==> src/rtl/led_hc595_driver_pkg.sv <==
// Shared types and defaults for the 74HC595 LED driver: FSM state encoding,
// default parameter values and a frame-length helper.
package led_pkg;

    typedef enum logic [2:0] {
        IDLE,
        LOAD,
        SHIFT_LO,
        SHIFT_HI,
        LATCH
    } led_state_e;

    localparam int unsigned DEF_LED_WIDTH = 8;
    localparam int unsigned DEF_CLK_DIV   = 4;

    // LOAD + (low + high half-period) per bit + latch pulse
    function automatic int unsigned frame_cycles(input int unsigned led_width,
                                                 input int unsigned clk_div);
        return 1 + 2 * clk_div * led_width + clk_div;
    endfunction

endpackage

==> src/rtl/led_hc595_driver_div_tick.sv <==
// Divider for the 595 driver: emits a one-cycle tick on every CLK_DIV-th
// enabled cycle; the count clears on reset or whenever enable drops.
module led_div_tick #(
    parameter int unsigned CLK_DIV = 4
) (
    input  logic clk,
    input  logic rst,
    input  logic en,
    output logic tick
);

    localparam int unsigned CW = $clog2(CLK_DIV + 1);
    localparam logic [CW-1:0] LAST = CW'(CLK_DIV - 1);

    logic [CW-1:0] cnt;

    always_ff @(posedge clk) begin
        if (rst || !en) begin
            cnt <= '0;
        end else if (cnt == LAST) begin
            cnt <= '0;
        end else begin
            cnt <= cnt + CW'(1);
        end
    end

    assign tick = en && (cnt == LAST);

endmodule

==> src/rtl/led_hc595_driver.sv <==
// Serialises led_data into a 74HC595 (ds/shcp/stcp), MSB first, resending on
// every change and once after reset. Define LED_ACTIVE_LOW_EN to shift ~led_data.
module led_hc595_driver
    import led_pkg::*;
#(
    parameter int unsigned LED_WIDTH = DEF_LED_WIDTH,
    parameter int unsigned CLK_DIV   = DEF_CLK_DIV
) (
    input  logic                 clk,
    input  logic                 rst,
    input  logic [LED_WIDTH-1:0] led_data,
    output logic                 ds,
    output logic                 shcp,
    output logic                 stcp,
    output logic                 busy
);

    localparam int unsigned BW = $clog2(LED_WIDTH + 1);
    localparam logic [BW-1:0] LAST_BIT = BW'(LED_WIDTH - 1);

    led_state_e           state_q, state_d;
    logic [LED_WIDTH-1:0] shift_q;
    logic [LED_WIDTH-1:0] shadow_q;
    logic [LED_WIDTH-1:0] load_word;
    logic [BW-1:0]        bit_cnt_q;
    logic                 force_q;
    logic                 ds_q;
    logic                 timer_en;
    logic                 tick;

`ifdef LED_ACTIVE_LOW_EN
    assign load_word = ~led_data;
`else
    assign load_word = led_data;
`endif

    led_div_tick #(
        .CLK_DIV (CLK_DIV)
    ) u_div_tick (
        .clk  (clk),
        .rst  (rst),
        .en   (timer_en),
        .tick (tick)
    );

    always_comb begin
        state_d  = state_q;
        timer_en = 1'b0;
        shcp     = 1'b0;
        stcp     = 1'b0;
        busy     = 1'b1;
        ds       = ds_q;
        case (state_q)
            IDLE: begin
                busy = 1'b0;
                if ((led_data != shadow_q) || force_q) begin
                    state_d = LOAD;
                end
            end
            LOAD: begin
                state_d = SHIFT_LO;
            end
            SHIFT_LO: begin
                timer_en = 1'b1;
                ds       = shift_q[LED_WIDTH-1];
                if (tick) begin
                    state_d = SHIFT_HI;
                end
            end
            SHIFT_HI: begin
                // ds comes from ds_q here, so it cannot move while shcp is high
                timer_en = 1'b1;
                shcp     = 1'b1;
                if (tick) begin
                    state_d = (bit_cnt_q == LAST_BIT) ? LATCH : SHIFT_LO;
                end
            end
            LATCH: begin
                timer_en = 1'b1;
                stcp     = 1'b1;
                if (tick) begin
                    state_d = IDLE;
                end
            end
            default: begin
                busy    = 1'b0;
                state_d = IDLE;
            end
        endcase
    end

    always_ff @(posedge clk) begin
        if (rst) begin
            state_q   <= IDLE;
            shift_q   <= '0;
            shadow_q  <= '0;
            bit_cnt_q <= '0;
            force_q   <= 1'b1;
            ds_q      <= 1'b0;
        end else begin
            state_q <= state_d;
            ds_q    <= ds;
            if (state_q == LOAD) begin
                shift_q   <= load_word;
                shadow_q  <= led_data;
                force_q   <= 1'b0;
                bit_cnt_q <= '0;
            end else if ((state_q == SHIFT_HI) && tick) begin
                shift_q   <= shift_q << 1;
                bit_cnt_q <= bit_cnt_q + BW'(1);
            end
        end
    end

endmodule
==> config.mk <==
export PLATFORM = sky130hd
export DESIGN_NAME = led_hc595_driver
export DESIGN_NICKNAME = d
export VERILOG_FILES = /design/src/rtl/led_hc595_driver_pkg.sv /design/src/rtl/led_hc595_driver_div_tick.sv /design/src/rtl/led_hc595_driver.sv
export SDC_FILE = /design/constraint.sdc
export NUM_CORES = 1
export LEC_CHECK = 0
export CORE_MARGIN = 2
export CORE_UTILIZATION = 50
export DETAILED_ROUTE_END_ITERATION = 7
export GPL_TIMING_DRIVEN = 0
export HOLD_SLACK_MARGIN = 0.06
export PLACE_DENSITY = 0.79
export SETUP_SLACK_MARGIN = 0.2
export SYNTH_ARGS = -nofsm -noshare
export SYNTH_HDL_FRONTEND = slang
export SYNTH_SLANG_ARGS = --single-unit
==> constraint.sdc <==
create_clock -name clk -period 1.9 [get_ports clk]
set_clock_uncertainty 0.2 [all_clocks]
set_input_delay 0.38 -clock clk [delete_from_list [all_inputs] [get_ports clk]]
set_output_delay 0.38 -clock clk [all_outputs]
set_load 0.03 [all_outputs]
==> metrics.md <==
| Metric | Value |
|---|---|
| Status | finished with violations |
| Failing checks | setup timing |
| Final Hold Viols | 0 |
| Synth Register Bits | 28 |
| Synth Warn # | 0 |
| Die height | 53.6 µm |
| Site Rows | 17 |
| Number of CTS-inserted buffers | 3 |
| Number of port buffers | 13 |
| Largest net degree at the start of global routing | 17 |
| RD Place Congestion | 0.754 |
| Reg2reg end | state_q[0]$_SDFFE_PP0P_ |
| Vias/cell | 5.62 |
| CTS Buffer Depth | 2 |
| Maximum clock rate | 490 MHz |
| Hold Crit Class | flip-flop to flip-flop |
| Final design utilization | 72.8% |
| Crit path time final | 2.04 ns |
| Die ar. | 2880 µm² |
| CTS H-tree depth | 1 |
| Crit. End Element | primary output |
| Cells after Synth | 137 |
| Vias | 1090 |
| Die Wd | 53.6 µm |
| Number of flops mapped to enable cells by yosys | 0 |
| Max Slew Vio Count | 0 |
| Least-Margin Pin Slew | 0.499 ns |
| DRT antenna net count | 0 |
| Vias in the first global route | 1012 |
| R2r setup slk | 0.06 ns |
| Endpoints failing setup | 4 |
| Clock Sinks | 28 |
| Initial antenna violation count | 0 |
| Relative slew slack | 66.7% |
| Worst Path Required | 1.32 ns |
| I/O pin count | 14 |
| NumNets Final | 180 |
| Synth Cell Area | 1230 µm² |
| FF-to-FF Start | state_q[2]$_SDFFE_PP0P_ |
| Power consumption | 1.36 mW |
| VDD IR max | 0.772 mV |
| Syn nets | 150 |
| Post-synth cell types | 33 |
| WS Path Type | flip-flop to primary output |
| Clk slew on worst S/H paths | 0.15 ns |
| TritonCTS clock tree | built |
| GR Overflow Total | 0 |
| Asr flop ratio synth | 0% |
| Fill count | 167 |
| Worst Path Arrival | 1.46 ns |
| Skew-Pair Late Insertion Delay | 0.34 ns |
| Total Wirelength | 3030 µm |
| Synth-to-Final Area Change | 34.7% |
| Clock Tree Root | clkbuf_4 |
| Initial Util | 54.1% |
| Maxcap violations | 0 |
| Most used DFF post-synth | dfxtp_1 |
| Avg Cell Area, Syn | 8.99 µm² |
| Drt drc | 0 |
| Hold path start | u_div_tick.cnt[0]$_SDFF_PP0_ |
| WHS Path Cells | 1 |
| FF-to-FF path depth | 6 |
| Hold Path End | u_div_tick.cnt[0]$_SDFF_PP0_ |
| Placement-stage worst setup slack | -0.370 ns |
| CP Launch Type | flip-flop |
| Critical path peak fanout | 3 |
| Tcrit/Tclk final | 107% |
| Layout cells sized above 1 | 31.3% |
| Core Region | 2280 µm² |
| DRT iter0 DRCs | 20 |
| Leak Pwr | 0.611 nW |
| WL per Instance | 15.6 µm |
| Post-synthesis sequential area ratio | 45.5% |
| First-pass GRT wire length | 4330 µm |
| DP HPWL | 1760 µm |
| Drt pass-1 iters | 4 |
| Power Density | 823 nW/µm² |
| Total GRT Usage | 20.8% |
| Worst Slack Setup Final | -0.140 ns |
| Hold buffer count at CTS | 0 |
| RSZ-0062 raised after global routing | yes |
| Antenna Diode Count | 0 |
[routing by layer]
layer,GRT usage [%],routed length (µm),vias to the layer above
met5,0,0,-
li1,-,-,521
met4,7.26,8,0
met3,1.94,99,2
met1,23.9,1260,537
met2,39.7,1660,30
[cells by family after synthesis]
kind of cell / count (synthesis) / share of synthesized area [%]
and+or+nand+nor: 59 / 23.5
DFF: 28 / 45.5
AOI/OAI and AO/OA: 22 / 12.7
xor gates and xnor gates: 12 / 8.54
buffers and inverters: 11 / 4.98
adders and majority gates: 3 / 3.05
muxes: 2 / 1.73
[worst max path at each step]
stage / from / end / slack [ns] / cells past startpoint
floorplan: state_q[2]$_SDFFE_PP0P_ / ds / 0.22 / 4
finish: state_q[2]$_SDFFE_PP0P_ / ds / -0.14 / 5
CTS: state_q[2]$_SDFFE_PP0P_ / ds / -0.16 / 5
detailed placement: state_q[1]$_SDFFE_PP0P_ / ds / -0.37 / 4
global route: state_q[2]$_SDFFE_PP0P_ / ds / -0.20 / 5
global placement: state_q[2]$_SDFFE_PP0P_ / ds / -0.35 / 5
[flip-flops by register name, indices dropped and copies added (netlist names)]
register	flops
shadow_q	8
shift_q	8
bit_cnt_q	4
state_q	3
u_div_tick.cnt	3
ds_q	1
force_q	1
[repair_timing]
action | 4_1_cts | 5_1_grt
endpoints found under the setup margin | 23 | 26
pin swaps | 3 | 8
cloned | 0 | 1
gates resized for setup | 43 | 20
buffers inserted | 4 | 7
[through the flow]
stage          std cells  hold slack, ns  cell area [µm²]  TNS [ns]
6_report             194           0.257             1660    -0.324
3_3_place_gp         178           0.213             1400     -2.81
4_1_cts              186           0.247             1530    -0.256
5_1_grt              194           0.270             1660    -0.509
3_5_place_dp         178           0.228             1400     -3.13
2_1_floorplan        137           0.206             1230         0
[cells in the mapped netlist (2+ instances only)]
cell type,n,share of area (%)
buf_6,2,1.8
xor2_1,2,1.4
xnor2_1,10,7.1
nor3_1,6,2.4
dfxtp_1,28,46
a21oi_1,9,3.7
nand4_1,3,1.5
inv_1,3,0.91
nor2_1,5,1.5
nor3b_2,2,2.0
a31oi_1,7,3.6
clkbuf_1,4,1.2
nand2_1,33,10
ha_1,3,3.0
nand3_1,2,0.81
[critical path: stages (launching register included)]
cell      delay (ns)
dfxtp_2         0.36
buf_6           0.12
nand2b_4        0.14
nor2_4          0.08
mux2_4          0.31
buf_6           0.14
[area by class of cell]
type	count	area, µm²	share of cell area, %
flip-flops and latches	28	569	34.3
clock inverters	1	30.0	1.81
repair buffers	25	238	14.3
clock buffers	3	22.5	1.36
plain buffers	8	60.1	3.62
well taps	28	35.0	2.11
inverters	3	11.3	0.679
multi-input cells	98	692	41.7
[power by group]
group / leakage, nW / internal, mW / switching (mW) / total, mW
Clock: 0.0279 / 0.213 / 0.188 / 0.401
Sequential: 0.231 / 0.632 / 0.0334 / 0.666
Combinational: 0.353 / 0.140 / 0.157 / 0.297
[placed cells by master, fill, tap and decap left out, types with 3 or more instances in the layout]
master | Yosys | final
nor2_4 | 0 | 4
nand2_1 | 33 | 32
dfxtp_2 | 0 | 4
buf_4 | 1 | 8
nor3_1 | 6 | 6
xnor2_1 | 10 | 9
clkdlybuf4s50_1 | 0 | 9
a21oi_1 | 9 | 9
nand4_1 | 3 | 3
dfxtp_1 | 28 | 23
buf_6 | 2 | 11
a31oi_1 | 7 | 7
clkbuf_4 | 0 | 3
Power figures use the tool's default switching activity.
